## src/rtl/sgn_detect_pkg.sv

```systemverilog
// Shared constants, chunk-width helper and per-stage record for the
// pipelined carry-save sign/zero detector.
package sgn_detect_pkg;

  localparam int unsigned WIDTH_DEF  = 16;
  localparam int unsigned STAGES_DEF = 2;
  localparam int unsigned WIN_DEF    = 4;
  localparam int unsigned CNT_W_DEF  = 8;

  // Width of one adder chunk; width must be a multiple of stages.
  function automatic int unsigned chunk_width(input int unsigned width,
                                              input int unsigned stages);
    return width / stages;
  endfunction

  typedef struct packed {
    logic valid;
    logic carry;
    logic zero_acc;
    logic msb;
    logic est;
  } stage_t;

endpackage

```

## src/rtl/csa_chunk_add.sv

```systemverilog
// Combinational CW-bit chunk adder with carry-in: reports sum MSB,
// carry-out and whether the chunk sum is zero.
module csa_chunk_add #(
  parameter int unsigned CW = 8
) (
  input  logic [CW-1:0] a,
  input  logic [CW-1:0] b,
  input  logic          cin,
  output logic          msb_c,
  output logic          cout_c,
  output logic          zero_c
);

  logic [CW:0] sum;

  assign sum    = {1'b0, a} + {1'b0, b} + {{CW{1'b0}}, cin};
  assign msb_c  = sum[CW-1];
  assign cout_c = sum[CW];
  assign zero_c = (sum[CW-1:0] == '0);

endmodule

```

## src/rtl/sgn_detect_pipe.sv

```systemverilog
// Pipelined exact sign/zero detector for VS+VC with a parallel windowed
// sign estimate and a saturating estimate/exact disagreement counter.
module sgn_detect_pipe
  import sgn_detect_pkg::*;
#(
  parameter int unsigned WIDTH  = WIDTH_DEF,
  parameter int unsigned STAGES = STAGES_DEF,
  parameter int unsigned WIN    = WIN_DEF,
  parameter int unsigned CNT_W  = CNT_W_DEF
) (
  input  logic             clk,
  input  logic             reset,
  input  logic             data_in,
  input  logic [WIDTH-1:0] VS,
  input  logic [WIDTH-1:0] VC,
  output logic             data_out,
  output logic             sgn,
  output logic             sgn_est,
  output logic             zero,
  output logic [CNT_W-1:0] mism_cnt
);

  localparam int unsigned CW = chunk_width(WIDTH, STAGES);
  localparam logic [CNT_W-1:0] CNT_MAX = {CNT_W{1'b1}};

  // Fast estimate: only the top WIN bits, carries from below ignored.
  logic [WIN-1:0] est_sum;
  logic           unused;

  assign est_sum = VS[WIDTH-1 -: WIN] + VC[WIDTH-1 -: WIN];
  assign unused  = ^est_sum[WIN-2:0];

  logic fin_valid;
  logic fin_msb;
  logic fin_zero;
  logic fin_est;

  for (genvar k = 0; k < STAGES; k++) begin : g_st
    localparam int unsigned REM = WIDTH - CW * k;

    logic [REM-1:0] vs_in;
    logic [REM-1:0] vc_in;
    logic           valid_in;
    logic           carry_in;
    logic           zacc_in;
    logic           est_in;
    logic           msb;
    logic           cout;
    logic           czero;

    if (k == 0) begin : g_head
      assign vs_in    = VS;
      assign vc_in    = VC;
      assign valid_in = data_in;
      assign carry_in = 1'b0;
      assign zacc_in  = 1'b1;
      assign est_in   = est_sum[WIN-1];
    end else begin : g_body
      assign vs_in    = g_st[k-1].g_reg.vs_q;
      assign vc_in    = g_st[k-1].g_reg.vc_q;
      assign valid_in = g_st[k-1].g_reg.rec_q.valid;
      assign carry_in = g_st[k-1].g_reg.rec_q.carry;
      assign zacc_in  = g_st[k-1].g_reg.rec_q.zero_acc;
      assign est_in   = g_st[k-1].g_reg.rec_q.est;
    end

    csa_chunk_add #(
      .CW (CW)
    ) u_add (
      .a      (vs_in[CW-1:0]),
      .b      (vc_in[CW-1:0]),
      .cin    (carry_in),
      .msb_c  (msb),
      .cout_c (cout),
      .zero_c (czero)
    );

    if (k < STAGES - 1) begin : g_reg
      stage_t              rec_d;
      stage_t              rec_q;
      logic [REM-CW-1:0]   vs_q;
      logic [REM-CW-1:0]   vc_q;
      logic                unused_msb;

      assign rec_d      = {valid_in, cout, zacc_in & czero, msb, est_in};
      assign unused_msb = rec_q.msb;

      // Stage record plus skewed upper chunks waiting for this carry.
      always_ff @(posedge clk or posedge reset) begin
        if (reset) begin
          rec_q <= '0;
          vs_q  <= '0;
          vc_q  <= '0;
        end else begin
          rec_q <= rec_d;
          vs_q  <= vs_in[REM-1:CW];
          vc_q  <= vc_in[REM-1:CW];
        end
      end
    end else begin : g_last
      // Carry out of the top chunk is the dropped mod-2^WIDTH overflow.
      logic unused_cout;

      assign unused_cout = cout;
      assign fin_valid   = valid_in;
      assign fin_msb     = msb;
      assign fin_zero    = zacc_in & czero;
      assign fin_est     = est_in;
    end
  end

  // Result registers hold their value between valid final-stage cycles.
  always_ff @(posedge clk or posedge reset) begin
    if (reset) begin
      data_out <= 1'b0;
      sgn      <= 1'b0;
      sgn_est  <= 1'b0;
      zero     <= 1'b0;
      mism_cnt <= '0;
    end else begin
      data_out <= fin_valid;
      if (fin_valid) begin
        sgn     <= fin_msb;
        sgn_est <= fin_est;
        zero    <= fin_zero;
        if ((fin_msb != fin_est) && (mism_cnt != CNT_MAX)) begin
          mism_cnt <= mism_cnt + CNT_W'(1);
        end
      end
    end
  end

endmodule

```

## config.mk

```make
export PLATFORM = sky130hd
export DESIGN_NAME = sgn_detect_pipe
export DESIGN_NICKNAME = d
export VERILOG_FILES = /design/src/rtl/sgn_detect_pkg.sv /design/src/rtl/csa_chunk_add.sv /design/src/rtl/sgn_detect_pipe.sv
export SDC_FILE = /design/constraint.sdc
export NUM_CORES = 1
export LEC_CHECK = 0
export ABC_CLOCK_PERIOD_IN_PS = 4240
export CAP_MARGIN = 20
export CORE_ASPECT_RATIO = 0.9
export CORE_MARGIN = 2
export CORE_UTILIZATION = 43
export DETAILED_ROUTE_END_ITERATION = 16
export PLACE_DENSITY = 0.82
export SKIP_LAST_GASP = 1
export SYNTH_ARGS = -nofsm -noshare
export SYNTH_HDL_FRONTEND = slang
export SYNTH_SLANG_ARGS = --single-unit
```

## constraint.sdc

```tcl
create_clock -name clk -period 4.24 [get_ports clk]
set_input_delay 1.06 -clock clk [delete_from_list [all_inputs] [get_ports clk]]
set_output_delay 1.06 -clock clk [all_outputs]
set_load 0.005 [all_outputs]
```

Yosys cells after proc, flatten, opt, wreduce, memory -nomap -nowiden:

Index checks and enable logic that the tools add are counted.

* $add $sub $neg: 5
* equality and inequality tests: 2
* bitwise logic cells: 1
* reduce and logical (&&, ||, !) cells: 4

Operators by type and width (count)
* $logic_not 8->1: 2
* $add 8x8->9: 1
* $add 8x1->8: 1
* $add 8x1->8 const B: 1
* $add 8x8->8: 1
* $ne 8x8->1 const B: 1
* $add 4x4->4: 1
* $reduce_and 2->1: 1
* $and 1x1->1: 1
* $logic_and 1x1->1: 1
* $ne 1x1->1: 1

* bits in registers: 32
* input port bits: 35
* output and inout bits: 12
* word-level logic and storage cells: 23

Longest topological paths before layout:

Gate-level depths: netlist of run 1.

* depth in word-level cells: 5
* depth in mapped cells: 8
* depth with buffers taken out: 8

Modules after synthesis:

From an unflattened synthesis of run 1, not the netlist that was laid out.

* cell total of the unflattened synthesis: 184
* area, all modules: 1929.4 µm²

By module, submodules not included
* sgn_detect_pipe: instances 1, cells each 74, area each 1114.8 µm²
* csa_chunk_add at g_st[0].u_add: instances 1, cells each 55, area each 415.4 µm²
* csa_chunk_add at g_st[1].u_add: instances 1, cells each 55, area each 399.1 µm²

Worst setup path before layout of run 1:

OpenSTA, ideal clock, no wires.

* kind: input-to-reg
* start point: input VS[0]
* end point: register g_st[0].g_reg.rec_q, in the netlist g_st[1].zacc_in
* setup time: 0.094 ns
* arrival: 2.654 ns
* slack: 1.492 ns
* stages: 8
* path buffers: 0
* cell sequence: ha_1 -> fa_1 -> a211oi_1 -> o21bai_1 -> a21oi_1 -> xor2_1 -> o2111ai_1 -> a211oi_1

* cells in the longest elaborated chain, start to end: 2

Ends and longest elaborated chain
* from (decl): RTL line sgn_detect_pipe.sv:14 `input logic [WIDTH-1:0] VS,`
* $add 8x8->9: RTL line csa_chunk_add.sv:16 `assign sum = {1'b0, a} + {1'b0, b} + {{CW{1'b0}}, cin};`
* $logic_not 8->1: RTL line csa_chunk_add.sv:19 `assign zero_c = (sum[CW-1:0] == '0);`
* net g_st[0].czero: RTL line sgn_detect_pipe.sv:49 `logic czero;`
* to (signal assigned): RTL line sgn_detect_pipe.sv:95 `rec_q <= rec_d;`
* to (decl): RTL line sgn_detect_pipe.sv:80 `stage_t rec_q;`

The timed path passes the listed nets, and every way through them passes these cells.
A chain may end at the register's enable or synchronous reset.

Worst setup path in the final report of run 1:

Ends and elaborated chain as after synthesis.

==> results.json, run 1 <==
{
  "cts_buffers": 5,
  "relSlewSlack_pct": 72.1,
  "grt.total_usage_pct": 15.6,
  "cp-end-kind": "flop",
  "intPower_mw": 0.674,
  "dp_hpwl_um": 2650,
  "yosys_warnings": 0,
  "worst_slew_pin_slew_ps": 415,
  "setup_slack_ps": 1070,
  "cp.required_ps": 4410,
  "syn_avg_cell_area_um2": 11.7,
  "grt_overflow": 0,
  "crit_path_max_fanout": 3,
  "cts_resized": 0,
  "async_reset_ff_share_pct": 100,
  "boundaryPins": 47,
  "die_area_um2": 5020,
  "synth.area.top_cells": "dfrtp_1 42%, ha_1 11%, xor2_1 4.1%",
  "drt_iter0_drc": 66,
  "wirelength_um": 3410,
  "grt_max_degree": 33,
  "firstDrtPassIters": 4,
  "synth_area_um2": 1920,
  "p_sw_share_pct": 29.5,
  "clk_latency_ps": 280,
  "fin_crit_ps": 3170,
  "outcome": "complete, no violations",
  "antenna_found_initial": 0,
  "power_mw": 0.957,
  "leakage_nw": 1.08,
  "start_kind": "input port",
  "cts_max_path_buffers": 2,
  "finalSetupTns_ps": 0,
  "die_y_um": 67.4,
  "hold_viol": 0,
  "period_share_pct": 74.8,
  "syn_inst": 165,
  "areaGrowthSynthToFinish_pct": 32.8,
  "drive_above_1_share_pct": 11.0,
  "initial_utilization_pct": 44.0,
  "netlist.area_leader.share_pct": 41.6,
  "setup_viol": 0,
  "synthFlopType": "dfrtp_1",
  "comb_power_share_pct": 32.9,
  "hold_buffers": 0,
  "power.density_nw_per_um2": 375,
  "fmax_mhz": 315,
  "yosysSeqAreaShare_pct": 41.6,
  "ant_nets": 0,
  "cts.sink_count": 32,
  "io_buffers": 46,
  "cts-root-buf": "clkbuf_8",
  "finalMaxSlewViolations": 0,
  "diodes": 0,
  "die_x_um": 74.5,
  "grt_pass1_vias": 1378,
  "synth_top_cell_by_area": "dfrtp_1",
  "vdd.ir_drop.worst_mv": 0.197,
  "final_common_cell": "clkdlybuf4s50_1",
  "rows": 23,
  "tritoncts": "done",
  "power_switching_mw": 0.283,
  "worstSetupPathType": "in -> reg",
  "p_clk_share_pct": 25.8,
  "layout.nets": 273,
  "crit_arrival_ps": 3340,
  "rsz0062_at_grt": "false",
  "synth_fp_nets": 220,
  "pre_cts_ws_ps": 811,
  "ys_ff_latch": 32,
  "postCtsSetupRepairBufs": 0,
  "post_synth_num_cell_types": 45,
  "skew_ps": 7.63,
  "num_vias": 1389,
  "synth_edf_count": 0,
  "htreeDepth": 2,
  "wl_per_cell_um": 12.2,
  "seqPwrFrac_pct": 41.3,
  "place_congestion": 0.820,
  "clk_pin_slew_ps": 60,
  "grt_pass1_wl_um": 5970,
  "mostFrequentLayoutCells": "46 x clkdlybuf4s50_1, 32 x dfrtp_1, 17 x ha_1",
  "drc": 0,
  "via_per_inst": 4.96,
  "hold_path.class": "reg -> reg",
  "cap_viol_max_count": 0,
  "coreArea_um2": 4370
}
## area by class of cell
type	count	area [um^2]
Clock buffer	7	96.3
Multi-Input combinational cell	128	1100
Tap cell	62	77.6
Sequential cell	32	801
Inverter	4	15.0
Timing Repair Buffer	47	468
Fill cell	378	1820
## worst paths after layout
| check | start | to | slack, ps | cells past startpoint |
|---|---|---|---|---|
| min in group asynchronous | reset | sgn_est | 1160 | 3 |
| max in group asynchronous | reset | g_st[0].g_reg.vc_q[1] | 2800 | 3 |
| max | VS[0] | g_st[1].zacc_in | 1070 | 9 |
| max reg2reg | g_st[0].g_reg.vs_q[0] | mism_cnt[1] | 1710 | 7 |
| min reg2reg | mism_cnt[4] | mism_cnt[4] | 490 | 1 |
| min | mism_cnt[4] | mism_cnt[4] | 490 | 1 |
## critical path, stage by stage
cell	delay (ps)
clkdlybuf4s50_1	420
ha_1	250
fa_1	430
a211oi_1	290
o21bai_1	110
a21oi_1	230
xor2_1	180
o2111ai_1	120
a211oi_1	260
## cells by family after synthesis
logic type,count (synthesis),synth area share (%)
AND/OR/NAND/NOR,52,16.5
multiplexers,7,4.03
adder cells (fa/ha/maj),20,14.2
buffers and inverters,5,1.37
XOR/XNOR,15,6.83
flip-flops,32,41.6
AO/OA/AOI/OAI,34,15.4
## Yosys cell counts, types with 2 or more instances
cell,instances
xnor2_1,6
nor2_1,15
o21ai_0,6
xor2_1,9
o21a_1,2
fa_1,3
a21o_1,3
ha_1,17
mux2_1,2
nand2_1,9
dfrtp_1,32
a211oi_1,4
a21oi_1,7
nand3_1,4
inv_1,4
nor2b_1,2
nand2b_1,4
nor3_1,5
nor4_1,2
mux2i_1,4
## registers in the layout, indices dropped and copies added, names as in the netlist
name	count
g_st.g_reg.vs_q	8
g_st.carry_in	1
fin_valid	1
zero	1
fin_est	1
sgn	1
mism_cnt	8
sgn_est	1
g_st.g_reg.vc_q	8
g_st.zacc_in	1
data_out	1
## metal layers
layer	GRT usage [%]	part of all wire, %	up-vias
met3	3.58	5.2	6
met5	0	0	-
met2	24.3	47	38
met1	20.8	47	647
met4	6.70	1.5	0
li1	-	-	698
## through the flow
| step | instances | hold WS [ps] | area (um^2) | utilization, % |
|---|---|---|---|---|
| floorplan | 165 | 374 | 1920 | - |
| global placement | 273 | 485 | 2460 | 56.2 |
| detailed placement | 273 | 488 | 2460 | 56.2 |
| CTS | 280 | 496 | 2550 | 58.4 |
| global route | 280 | 531 | 2550 | 58.4 |
| finish | 280 | 493 | 2550 | 58.4 |
## power groups by stage
stage	logic, mW	clock network [mW]	registers, mW
6_report	0.315	0.247	0.395
5_1_grt	0.351	0.264	0.402
4_1_cts	0.318	0.251	0.396
3_5_place_dp	0.314	0	0.402
3_3_place_gp	0.305	0	0.399
2_1_floorplan	0.186	0	0.395
Power figures use the tool's default switching activity.
==> run 2: changes to the inputs <==
--- a/config.mk
+++ b/config.mk
@@ -5,7 +5,7 @@
 export SDC_FILE = /design/constraint.sdc
 export NUM_CORES = 1
 export LEC_CHECK = 0
-export ABC_CLOCK_PERIOD_IN_PS = 4240
+export ABC_CLOCK_PERIOD_IN_PS = 3200
 export CAP_MARGIN = 20
 export CORE_ASPECT_RATIO = 0.9
 export CORE_MARGIN = 2
==> constraint.sdc (replaced) <==
create_clock -name clk -period 3.2 [get_ports clk]
set_input_delay 0.8 -clock clk [delete_from_list [all_inputs] [get_ports clk]]
set_output_delay 0.8 -clock clk [all_outputs]
set_load 0.005 [all_outputs]
==> run 2 against run 1 <==
Against the previous run:
- setup slack worse by 690 ps
- clock skew down 3.6 ps
- highest routed layer unchanged
- utilization up 0.26 points
- first-iteration DRC count down 18%
- final area up 0.44%
- sequential share of layout area down 0.14 points
- final cell count up 0.36%
==> results.json, run 2 (synthesis results as in run 1) <==
{
  "mostFrequentLayoutCells": "46 x clkdlybuf4s50_1, 32 x dfrtp_1, 17 x ha_1",
  "layout.nets": 273,
  "cp.required_ps": 3390,
  "initial_utilization_pct": 44.0,
  "rsz0062_at_grt": "false",
  "antenna_found_initial": 0,
  "cts_resized": 0,
  "final_common_cell": "clkdlybuf4s50_1",
  "io_buffers": 46,
  "ant_nets": 0,
  "diodes": 0,
  "hold_viol": 0,
  "crit_path_max_fanout": 3,
  "die_area_um2": 5020,
  "num_vias": 1378,
  "wl_per_cell_um": 12.2,
  "die_y_um": 67.4,
  "worstSetupPathType": "in -> reg",
  "power.density_nw_per_um2": 514,
  "outcome": "complete, no violations",
  "clk_latency_ps": 280,
  "finalSetupTns_ps": 0,
  "intPower_mw": 0.933,
  "seqPwrFrac_pct": 39.8,
  "hold_buffers": 0,
  "dp_cells": 273,
  "cap_viol_max_count": 0,
  "p_clk_share_pct": 28.8,
  "cp-end-kind": "flop",
  "power_switching_mw": 0.384,
  "utilization_pct": 58.6,
  "grt_max_degree": 33,
  "fmax_mhz": 355,
  "drt_iter0_drc": 54,
  "r2r_start": "g_st[0].g_reg.vs_q[0]",
  "grt_overflow": 0,
  "relSlewSlack_pct": 72.8,
  "postCtsSetupRepairBufs": 0,
  "min-delay-start": "mism_cnt[4]",
  "worst_slew_pin_slew_ps": 404,
  "firstDrtPassIters": 4,
  "grt_pass1_vias": 1320,
  "areaGrowthSynthToFinish_pct": 33.4,
  "skew_ps": 4.00,
  "leakage_nw": 1.08,
  "r2r_cells": 7,
  "cts.sink_count": 32,
  "die_x_um": 74.5,
  "place_congestion": 0.821,
  "finalMaxSlewViolations": 0,
  "fin_crit_ps": 2820,
  "power_mw": 1.32,
  "clk_pin_slew_ps": 70,
  "wirelength_um": 3440,
  "boundaryPins": 47,
  "grt.total_usage_pct": 15.7,
  "tritoncts": "done",
  "vdd.ir_drop.worst_mv": 0.178,
  "hold_depth": 1,
  "crit_arrival_ps": 3010,
  "p_sw_share_pct": 29.2,
  "setup_viol": 0,
  "cts_buffers": 5,
  "rows": 23,
  "via_per_inst": 4.90,
  "coreArea_um2": 4370,
  "dp_hpwl_um": 2720,
  "drc": 0,
  "cts-root-buf": "clkbuf_8",
  "start_kind": "input port",
  "layout.cells.non_filler": 281,
  "drive_above_1_share_pct": 11.0,
  "comb_power_share_pct": 31.5,
  "period_share_pct": 88.1,
  "top_regs": "g_st.g_reg.vc_q (8), g_st.g_reg.vs_q (8), mism_cnt (8)",
  "htreeDepth": 2,
  "hold_path.class": "reg -> reg",
  "grt_pass1_wl_um": 5940,
  "cts_max_path_buffers": 2,
  "critPathLaunch": "VS[0]",
  "whs_ps": 503
}
run 2: cell count changes in the layout (fill, tap and decap cells not counted), sizes merged:
cell | before | now
clkinv | 0 | 1
bufinv | 0 | 1
clkbuf | 7 | 6
run 2: routing by layer:
layer	share of wire (%)	track usage (%)
met3	4.2	2.99
met2	45	23.7
met5	0	0
met4	1.9	6.70
met1	48	22.0
run 2: power by group through the flow:
stage	combinational (mW)	clock, mW	sequential [mW]
after CTS	0.420	0.388	0.525
final	0.415	0.379	0.524
after floorplan	0.246	0	0.523
after detailed placement	0.417	0	0.532
after global placement	0.404	0	0.528
after global routing	0.464	0.403	0.535
run 2: critical path: stages:
cell and delay [ps]:
clkdlybuf4s50_1 410, ha_1 240, fa_1 430, a211oi_1 260
o21bai_1 100, a21oi_1 220, xor2_1 170, o2111ai_1 120
a211oi_1 250
run 2: worst paths after layout:
check	endpoint	slack [ps]
worst max-delay path	g_st[1].zacc_in	380
worst min-delay path	mism_cnt[4]	500
worst max register to register	mism_cnt[1]	670
worst min register to register	mism_cnt[4]	500
max in group asynchronous	mism_cnt[2]	2010
min in group asynchronous	g_st[0].g_reg.vs_q[7]	900
run 2: area by class of cell:
class                      count  area (um^2)
clock buffer                   6         72.6
clock inverter                 2         35.0
fill                         365         1810
inverter                       4         15.0
multi-input combinational    128         1100
sequential                    32          801
tap                           62         77.6
timing repair buffer          47          468
run 2: stage by stage:
stage	cell area, um^2	setup WS (ps)
2_1_floorplan	1920	712
4_1_cts	2560	385
3_5_place_dp	2460	81.5
5_1_grt	2560	210
6_report	2560	380
3_3_place_gp	2460	215
